`src/rtl/uart_tx_framer.sv`:
```
// -----------------------------------------------------------------------------
// uart_tx_framer
//
// UART transmit framer. A word presented on txdata is latched when load is
// seen in IDLE, and is sent on tx as one start bit, DATA_W data bits (LSB
// first), an optional parity bit and STOP_BITS stop bits. Each bit lasts from
// one baud_tick to the next.
//
// Build option:
//   UART_TX_PARITY_EN  defined   : parity register, PARITY state and
//                                  parity_mode decode are built.
//                      undefined : parity_mode is ignored, parity reads 0 and
//                                  frames never carry a parity bit.
//
// Parameters:
//   DATA_W     data bits per frame (4..9)
//   STOP_BITS  stop bits per frame (1 or 2)
//
// Ports:
//   clk          in   system clock, rising edge
//   rst_n        in   asynchronous active-low reset
//   baud_tick    in   one-cycle bit-boundary strobe from the baud generator
//   load         in   frame request, only looked at while idle
//   txdata       in   word to send, captured on the accepting edge
//   parity_mode  in   00 none, 01 even, 10 odd, 11 none
//   tx           out  serial line, idles high
//   busy         out  frame in progress
//   done         out  one-cycle pulse as the last stop bit ends
//   parity       out  parity of the most recently accepted word
//
// state  | meaning
// -------+---------------------------------------------------------------
// IDLE   | line high, waiting for load
// ARM    | word latched, line high, waiting for the first tick
// START  | start bit (line low)
// DATA   | data bits, LSB first, from the shift register
// PARITY | parity bit (only reachable with parity compiled in)
// STOP   | stop bit(s), line high
// -----------------------------------------------------------------------------
module uart_tx_framer #(
    parameter int DATA_W    = 8,
    parameter int STOP_BITS = 1
) (
    input  logic              clk,
    input  logic              rst_n,
    input  logic              baud_tick,
    input  logic              load,
    input  logic [DATA_W-1:0] txdata,
    input  logic [1:0]        parity_mode,
    output logic              tx,
    output logic              busy,
    output logic              done,
    output logic              parity
);

    localparam int               IDX_W     = $clog2(DATA_W + 1);
    localparam logic [IDX_W-1:0] LAST_IDX  = IDX_W'(DATA_W - 1);
    localparam logic             LAST_STOP = 1'(STOP_BITS - 1);

    typedef enum logic [2:0] {
        S_IDLE   = 3'd0,
        S_ARM    = 3'd1,
        S_START  = 3'd2,
        S_DATA   = 3'd3,
        S_PARITY = 3'd4,
        S_STOP   = 3'd5
    } state_t;

    state_t            state_q, state_d;
    logic [DATA_W-1:0] shift_q, shift_d;
    logic [IDX_W-1:0]  idx_q, idx_d;
    logic              stop_q, stop_d;
    logic              tx_q, tx_d;
    logic              busy_q, busy_d;
    logic              done_q, done_d;
    logic              accept;

    // par_q     : parity bit of the latched word
    // par_on_q  : latched word is sent with a parity bit
    logic              par_q;
    logic              par_on_q;

    assign accept = (state_q == S_IDLE) && load;

`ifdef UART_TX_PARITY_EN
    // Updated for every mode, so the parity output is meaningful even when
    // the frame itself carries no parity bit.
    always_ff @(posedge clk or negedge rst_n) begin
        if (!rst_n) begin
            par_q    <= 1'b0;
            par_on_q <= 1'b0;
        end else if (accept) begin
            par_q    <= (^txdata) ^ (parity_mode == 2'b10);
            par_on_q <= (parity_mode == 2'b01) || (parity_mode == 2'b10);
        end
    end
`else
    logic unused_parity_mode;

    assign par_q              = 1'b0;
    assign par_on_q           = 1'b0;
    assign unused_parity_mode = ^parity_mode;
`endif

    // State register and output registers
    always_ff @(posedge clk or negedge rst_n) begin
        if (!rst_n) begin
            state_q <= S_IDLE;
            shift_q <= '0;
            idx_q   <= '0;
            stop_q  <= 1'b0;
            tx_q    <= 1'b1;
            busy_q  <= 1'b0;
            done_q  <= 1'b0;
        end else begin
            state_q <= state_d;
            shift_q <= shift_d;
            idx_q   <= idx_d;
            stop_q  <= stop_d;
            tx_q    <= tx_d;
            busy_q  <= busy_d;
            done_q  <= done_d;
        end
    end

    // Next-state and datapath update
    always_comb begin
        state_d = state_q;
        shift_d = shift_q;
        idx_d   = idx_q;
        stop_d  = stop_q;

        case (state_q)
            S_IDLE: begin
                if (accept) begin
                    state_d = S_ARM;
                    shift_d = txdata;
                    idx_d   = '0;
                    stop_d  = 1'b0;
                end
            end

            // A tick on the accepting edge was seen in IDLE and is not
            // counted; only ticks from here on move the frame forward.
            S_ARM: begin
                if (baud_tick) begin
                    state_d = S_START;
                end
            end

            S_START: begin
                if (baud_tick) begin
                    state_d = S_DATA;
                    idx_d   = '0;
                end
            end

            S_DATA: begin
                if (baud_tick) begin
                    shift_d = shift_q >> 1;
                    if (idx_q == LAST_IDX) begin
                        idx_d   = '0;
                        stop_d  = 1'b0;
                        state_d = par_on_q ? S_PARITY : S_STOP;
                    end else begin
                        idx_d = idx_q + IDX_W'(1);
                    end
                end
            end

            S_PARITY: begin
                if (baud_tick) begin
                    state_d = S_STOP;
                    stop_d  = 1'b0;
                end
            end

            S_STOP: begin
                if (baud_tick) begin
                    if (stop_q == LAST_STOP) begin
                        state_d = S_IDLE;
                        stop_d  = 1'b0;
                    end else begin
                        stop_d = 1'b1;
                    end
                end
            end

            default: begin
                state_d = S_IDLE;
            end
        endcase
    end

    // Output decode, evaluated on the next state so every output is a flop.
    // tx for DATA uses the post-shift value so the new bit appears on the
    // same edge as the tick that advances it.
    always_comb begin
        busy_d = (state_d != S_IDLE);
        done_d = (state_q == S_STOP) && (state_d == S_IDLE);

        case (state_d)
            S_START:  tx_d = 1'b0;
            S_DATA:   tx_d = shift_d[0];
            S_PARITY: tx_d = par_q;
            default:  tx_d = 1'b1;
        endcase
    end

    assign tx     = tx_q;
    assign busy   = busy_q;
    assign done   = done_q;
    assign parity = par_q;

endmodule

```
`config.mk`:
```
export PLATFORM = sky130hd
export DESIGN_NAME = uart_tx_framer
export DESIGN_NICKNAME = d
export VERILOG_FILES = /design/src/rtl/uart_tx_framer.sv
export SDC_FILE = /design/constraint.sdc
export NUM_CORES = 1
export LEC_CHECK = 0
export ABC_AREA = 1
export CAP_MARGIN = 15
export CELL_PAD_IN_SITES_DETAIL_PLACEMENT = 1
export CELL_PAD_IN_SITES_GLOBAL_PLACEMENT = 1
export CORE_ASPECT_RATIO = 2
export CORE_MARGIN = 5
export CORE_UTILIZATION = 34
export DETAILED_ROUTE_END_ITERATION = 12
export PLACE_DENSITY = 0.7
export SETUP_SLACK_MARGIN = 0.02
export SLEW_MARGIN = 20
export SYNTH_ARGS = -nofsm -noshare
export SYNTH_HDL_FRONTEND = slang
export SYNTH_SLANG_ARGS = --single-unit
```
`constraint.sdc`:
```
create_clock -name clk -period 1.15 [get_ports clk]
set_input_delay 0.2875 -clock clk [delete_from_list [all_inputs] [get_ports clk]]
set_output_delay 0.2875 -clock clk [all_outputs]
set_load 0.01 [all_outputs]
```
==> run_results.csv, run 1 <==
group,metric,value,unit
finish,antenna_cells,0,
global_route,track_usage,14.9,%
global_route,met2_usage,30.0,%
clock_tree,postCtsHoldBufs,0,
sta,layout_setup_ws,-0.127,ns
floorplan,core-area,0.00294,mm2
sta,period_share,111,%
yosys,synth_commonest_cells,"nand2_1 (30), nand3_1 (19), dfrtp_1 (17)",
sta,period_minus_slack,1.28,ns
floorplan,io_pins,18,
placement,placedCellCount,182,
finish,area_delta_synth_final,57.1,%
global_route,met1_usage,14.6,%
power,p_seq_share,29.7,%
worst_setup_path,critical_path_arrival,1.47,ns
yosys,synth_compound_area_share,5.95,%
yosys,synth_top_area_share,41.3,%
floorplan,die_area,0.00430,mm2
finish,final_layout_size_suffix_gt1_share,53.0,%
clock_tree,htreeDepth,1,
run_status,violations,"setup timing",
power,comb_power_share,55.7,%
yosys,synthMuxAreaShare,0,%
yosys,ys.flop_type,"dfrtp_1",
route,firstDrtPassIters,4,
power,finalPower,0.00365,W
global_route,use_met3,1.87,%
yosys,syn_nets,139,
route,drt_iter0_markers,22,
sta,max_freq,783,MHz
hold_path,hold_class,"input port to asynchronous set/reset pin",
floorplan,die_h,87.8,um
global_route,grt_pass1_wl,4930,um
worst_setup_path,cp-end-kind,"register",
placement,post-place-ws,-0.482,ns
finish,fin_cells,196,
clock_tree,cts_root_buffer,"clkbuf_8",
sta,hold_slack,0.358,ns
placement,numPortBuffers,14,
yosys,ys_warn_count,0,
clock_tree,numClockSinks,18,
yosys,yosys.area_share.adder,1.22,%
route,viasPerCell,4.96,
finish,nNetsFinal,182,
sta,setup-violations-final,17,
route,num_vias,972,
yosys,ys_ff_latch,18,
yosys,synth_top_family_by_area,"simple AND/OR/NAND/NOR gates",
power,power.density,2250,mW/mm2
clock_tree,cts_buffers,3,
floorplan,initial_utilization,35.0,%
sta,skew,0.00571,ns
worst_setup_path,worstSetupPathType,"register to register",
yosys,async_flop_share,100,%
yosys,synth_simple_gate_area_share,37.8,%
power,leakage,0.798,nW
power,p_sw_share,41.3,%
clock_tree,clk_latency,0.26,ns
route,wirelength,3030,um
power,p_clk_share,14.5,%
yosys,yosys.area.top_type,"dfrtp_1",
clock_tree,cts_tree,"yes",
global_route,overflow,0,
global_route,grt_max_degree,19,
sta,hold_viol,0,
route,routedWlPerCell,15.4,um
global_route,grt_pass1_vias,1078,
route,drcViolationCount,0,
yosys,synthTopCellsByArea,"dfrtp_1 (41%), nand2_1 (11%), nand3_1 (9.2%)",
sta,rsz0062_at_grt,"yes",
floorplan,placementRows,28,
placement,gp_congestion,0.764,
power,switchingPower,0.00151,W
yosys,seq_area_frac_synth,43.9,%
finish,final_util,55.0,%
yosys,synth_edf_count,0,
power,peakVddDrop,1.40,mV
route,antenna_left,0,
power,p_int,0.00214,W
yosys,synth_area,0.00103,mm2
placement,hpwl,2020,um
yosys,synth_most_common_cell,"nand2_1",
worst_setup_path,crit_fanout,8,
job,max_cap_viol_count,0,
worst_setup_path,critPathRequiredTime,1.34,ns
worst_setup_path,start_kind,"register",
yosys,synthDistinctLibCells,25,
sta,drv_slew,0,
yosys,syn_area_per_cell,8.30,um2
yosys,yosys.area_share.xor_xnor,0,%
global_route,grt-busiest-layer,"met2",
clock_tree,clockBufferDepth,2,
floorplan,die_w,48.9,um
run_status,outcome,"complete, but fails checks",
global_route,antenna_found_initial,0,
clock_tree,clkTransAtPathRegs,0.07,ns
yosys,synthCells,124,
-- critical path, cell delays in order, from the launching register on --
cell and delay, ns:
dfrtp_2 0.50, nand2_4 0.09, nor2_4 0.19, buf_4 0.16, nand4_1 0.12, o21ai_2 0.14
-- routing by layer --
layer	wire [um]	part of all wire, %
met5	0	0
met4	54	1.8
met3	79	2.6
met2	1870	62
met1	1020	34
-- power groups by stage --
stage	Sequential, W	Clock [W]	Combinational [W]
floorplan	0.00101	0	0.00102
global placement	0.00103	0	0.00145
detailed placement	0.00103	0	0.00150
CTS	0.00108	0.000538	0.00180
global route	0.00111	0.000577	0.00225
finish	0.00108	0.000531	0.00203
-- final timing paths --
check | start | to | slack (ns) | cells past startpoint
max in group asynchronous | rst_n | tx$_DFF_PN1_ | 0.57 | 2
worst min register to register | shift_q[5]$_DFFE_PN0P_ | shift_q[5]$_DFFE_PN0P_ | 0.50 | 2
worst max register to register | state_q[0]$_DFF_PN0_ | idx_q[3]$_DFFE_PN0P_ | -0.13 | 5
worst min-delay path | rst_n | shift_q[1]$_DFFE_PN0P_ | 0.36 | 2
worst max-delay path | state_q[0]$_DFF_PN0_ | idx_q[3]$_DFFE_PN0P_ | -0.13 | 5
min in group clk | shift_q[5]$_DFFE_PN0P_ | shift_q[5]$_DFFE_PN0P_ | 0.50 | 2
-- cells in the final DEF (no fill, tap or decap) --
master and n:
ha_4 1, buf_4 26, dfstp_2 1, clkbuf_8 4, nand2_1 17, dfrtp_1 14, o22ai_2 1, a21oi_1 1
o221ai_2 1, o21ai_2 4, nor2_2 1, nor2_4 3, nand3_1 12, dlygate4sd2_1 1, inv_6 1, conb_1 1
nand2_4 4, nand4_1 8, nand3_2 10, a21oi_2 1, inv_1 9, dfrtp_2 3, buf_6 4, nand4_4 1
nand2_2 11, o21ai_4 1, inv_2 4, clkdlybuf4s50_1 10, buf_12 1, nand3_4 2, nor2_1 4, inv_4 1
or2_1 1, buf_2 2
-- metrics by stage --
| step | TNS (ns) | instance area, um2 |
|---|---|---|
| floorplan | -0.139 | 1060 |
| global placement | -6.94 | 1340 |
| detailed placement | -7.29 | 1340 |
| CTS | -1.12 | 1560 |
| global route | -2.88 | 1620 |
| finish | -1.53 | 1620 |
-- area by class of cell --
cell class              count  area [um2]
fillers                   372        1330
repair buffers             44         379
inverters                  15        63.8
well taps                  30        37.5
flip-flops and latches     18         455
clock buffers               4        55.1
multi-input cells          85         627
-- state kept, by name, summed over array words and instances, names as in the netlist --
| signal | flops |
|---|---|
| tx | 1 |
| shift_q | 8 |
| busy | 1 |
| idx_q | 4 |
| done | 1 |
| state_q | 3 |
-- repair_timing --
item                       in CTS  in global routing
buffers inserted                5                  5
hold endpoints to repair        0                  0
pin swaps                       6                  9
setup endpoints to repair      21                 21
resized for setup              41                 12
-- logic make-up after synthesis --
kind of cell | count (synthesis)
AOI/OAI and AO/OA | 9
DFF | 18
and+or+nand+nor | 74
adders and majority gates | 1
buffers and inverters | 21
other | 1
(Power assumes the default switching activity.)
==> run 2, diff against run 1 <==
--- a/config.mk
+++ b/config.mk
@@ -6,7 +6,6 @@
 export NUM_CORES = 1
 export LEC_CHECK = 0
 export ABC_AREA = 1
-export CAP_MARGIN = 15
 export CELL_PAD_IN_SITES_DETAIL_PLACEMENT = 1
 export CELL_PAD_IN_SITES_GLOBAL_PLACEMENT = 1
 export CORE_ASPECT_RATIO = 2
==> results of run 2 <==
No change in the layout: final DEF, timing and power equal those of run 1.
==> run 3, diff against run 2 <==
--- a/config.mk
+++ b/config.mk
@@ -8,13 +8,11 @@
 export ABC_AREA = 1
 export CELL_PAD_IN_SITES_DETAIL_PLACEMENT = 1
 export CELL_PAD_IN_SITES_GLOBAL_PLACEMENT = 1
-export CORE_ASPECT_RATIO = 2
 export CORE_MARGIN = 5
 export CORE_UTILIZATION = 34
 export DETAILED_ROUTE_END_ITERATION = 12
 export PLACE_DENSITY = 0.7
 export SETUP_SLACK_MARGIN = 0.02
-export SLEW_MARGIN = 20
 export SYNTH_ARGS = -nofsm -noshare
 export SYNTH_HDL_FRONTEND = slang
 export SYNTH_SLANG_ARGS = --single-unit
==> run_results.csv, run 3 (synthesis gave the netlist of run 1 again) <==
group,metric,value,unit
power,finalPower,0.00350,W
clock_tree,cts_tree,"yes",
placement,placed_cell_area,0.00136,mm2
floorplan,io_pins,18,
global_route,grt_max_degree,19,
floorplan,placementRows,20,
sta,max_freq,775,MHz
power,p_seq_share,31.5,%
finish,reg_top3,"shift_q (8), idx_q (4), state_q (3)",
global_route,antenna_found_initial,0,
floorplan,initial_utilization,34.6,%
global_route,grt_pass1_vias,1064,
worst_setup_path,start_kind,"register",
clock_tree,cts_buffers,3,
clock_tree,clk_latency,0.30,ns
global_route,grt_pass1_wl,4910,um
run_status,outcome,"complete, but fails checks",
finish,largest_register,"shift_q",
sta,drv_slew,0,
hold_path,hold_class,"input port to asynchronous set/reset pin",
finish,final_cell_mix,"buf_4 (28), nand2_1 (15), dfrtp_1 (15)",
sta,hold_slack,0.319,ns
sta,period_share,112,%
power,power.density,2160,mW/mm2
route,viasPerCell,4.91,
sta,period_minus_slack,1.29,ns
route,num_vias,978,
worst_setup_path,critPathRequiredTime,1.38,ns
route,drcViolationCount,0,
placement,hpwl,1980,um
sta,rsz0062_at_grt,"yes",
route,firstDrtPassIters,4,
sta,fin_setup_tns,-1.57,ns
clock_tree,clkTransAtPathRegs,0.11,ns
power,comb_power_share,57.0,%
power,p_clk_share,11.5,%
route,routedWlPerCell,14.6,um
floorplan,die_area,0.00423,mm2
finish,area_delta_synth_final,57.6,%
sta,hold_viol,0,
run_status,violations,"setup timing",
worst_setup_path,crit_fanout,6,
finish,nNetsFinal,182,
job,max_cap_viol_count,0,
clock_tree,clockBufferDepth,2,
route,wirelength,2900,um
route,antenna_left,0,
finish,antenna_cells,0,
sta,setup-violations-final,18,
sta,layout_setup_ws,-0.141,ns
floorplan,die_w,65.0,um
finish,layout_commonest_cell,"buf_4",
power,leakage,0.808,nW
clock_tree,postCtsHoldBufs,0,
finish,final_layout_size_suffix_gt1_share,56.0,%
placement,gp_congestion,0.808,
clock_tree,htreeDepth,1,
global_route,track_usage,14.9,%
finish,final_util,54.5,%
worst_setup_path,worstSetupPathType,"register to register",
clock_tree,cts_root_buffer,"clkbuf_4",
floorplan,core-area,0.00298,mm2
power,peakVddDrop,0.904,mV
finish,largest_register_ffs,8,
route,drt_iter0_markers,16,
power,p_sw_share,43.2,%
floorplan,die_h,65.0,um
global_route,overflow,0,
worst_setup_path,critical_path_arrival,1.52,ns
power,p_int,0.00199,W
finish,final_area,0.00162,mm2
clock_tree,numClockSinks,18,
sta,skew,0.00520,ns
placement,numPortBuffers,14,
power,switchingPower,0.00151,W
worst_setup_path,cp-end-kind,"register",
finish,fill_cells,343,
run 3: cell types whose count changed in the layout (fill, tap and decap cells not counted), moves of 2 or more:
cell	change
nand3_2	+2
nand2_1	-2
buf_4	+2
nand2_4	+3
clkbuf_4	+3
nand3_1	-2
buf_6	-2
clkbuf_8	-3
run 3: layout make-up:
cell class,count,area [um2],area share (%)
multi-input combinational,85,651,40.1
sequential,18,454,28.0
timing repair buffer,44,372,22.9
inverter,15,68.8,4.24
tap,33,41.3,2.54
clock buffer,4,36.3,2.24
run 3: power groups by stage:
stage               Clock (W)  Sequential, W  Combinational [W]
global placement            0        0.00103            0.00147
CTS                  0.000410        0.00105            0.00181
finish               0.000403        0.00110            0.00200
floorplan                   0        0.00101            0.00102
global route         0.000437        0.00114            0.00219
detailed placement          0        0.00103            0.00152
run 3: final timing paths:
check | start | to | slack (ns) | cells past startpoint
setup / recovery | state_q[2]$_DFF_PN0_ | idx_q[3]$_DFFE_PN0P_ | -0.14 | 7
hold / removal | rst_n | shift_q[5]$_DFFE_PN0P_ | 0.32 | 2
setup reg to reg | state_q[2]$_DFF_PN0_ | idx_q[3]$_DFFE_PN0P_ | -0.14 | 7
hold reg to reg | shift_q[6]$_DFFE_PN0P_ | shift_q[6]$_DFFE_PN0P_ | 0.52 | 2
max in group asynchronous | rst_n | tx$_DFF_PN1_ | 0.61 | 2
min in group clk | shift_q[6]$_DFFE_PN0P_ | shift_q[6]$_DFFE_PN0P_ | 0.52 | 2
run 3: critical path, cell delays in order (launching register included):
cell and delay (ns):
dfrtp_2 0.51, nor2_4 0.20, nand2_2 0.10, o21ai_2 0.17, nor2_4 0.07, inv_4 0.08, nand2_2 0.06, o21ai_2 0.04
run 3: stage by stage:
stage,setup slack [ns],std cells
floorplan,-0.0306,124
global placement,-0.446,187
detailed placement,-0.476,187
CTS,-0.105,197
global route,-0.212,199
finish,-0.141,199
run 3: per-layer routing:
metal  track usage [%]  up-vias  wire [um]
li1                  -      491          -
met1              19.2      475       1260
met2              25.9       10       1560
met3              2.25        2         63
met4              3.89        0         15
met5                 0        -          0
run 3: repair_timing:
item | CTS | global route
pin swaps | 3 | 6
resized for setup | 41 | 19
setup buffers | 6 | 2
hold endpoints to repair | 0 | 0
setup endpoints to repair | 20 | 19
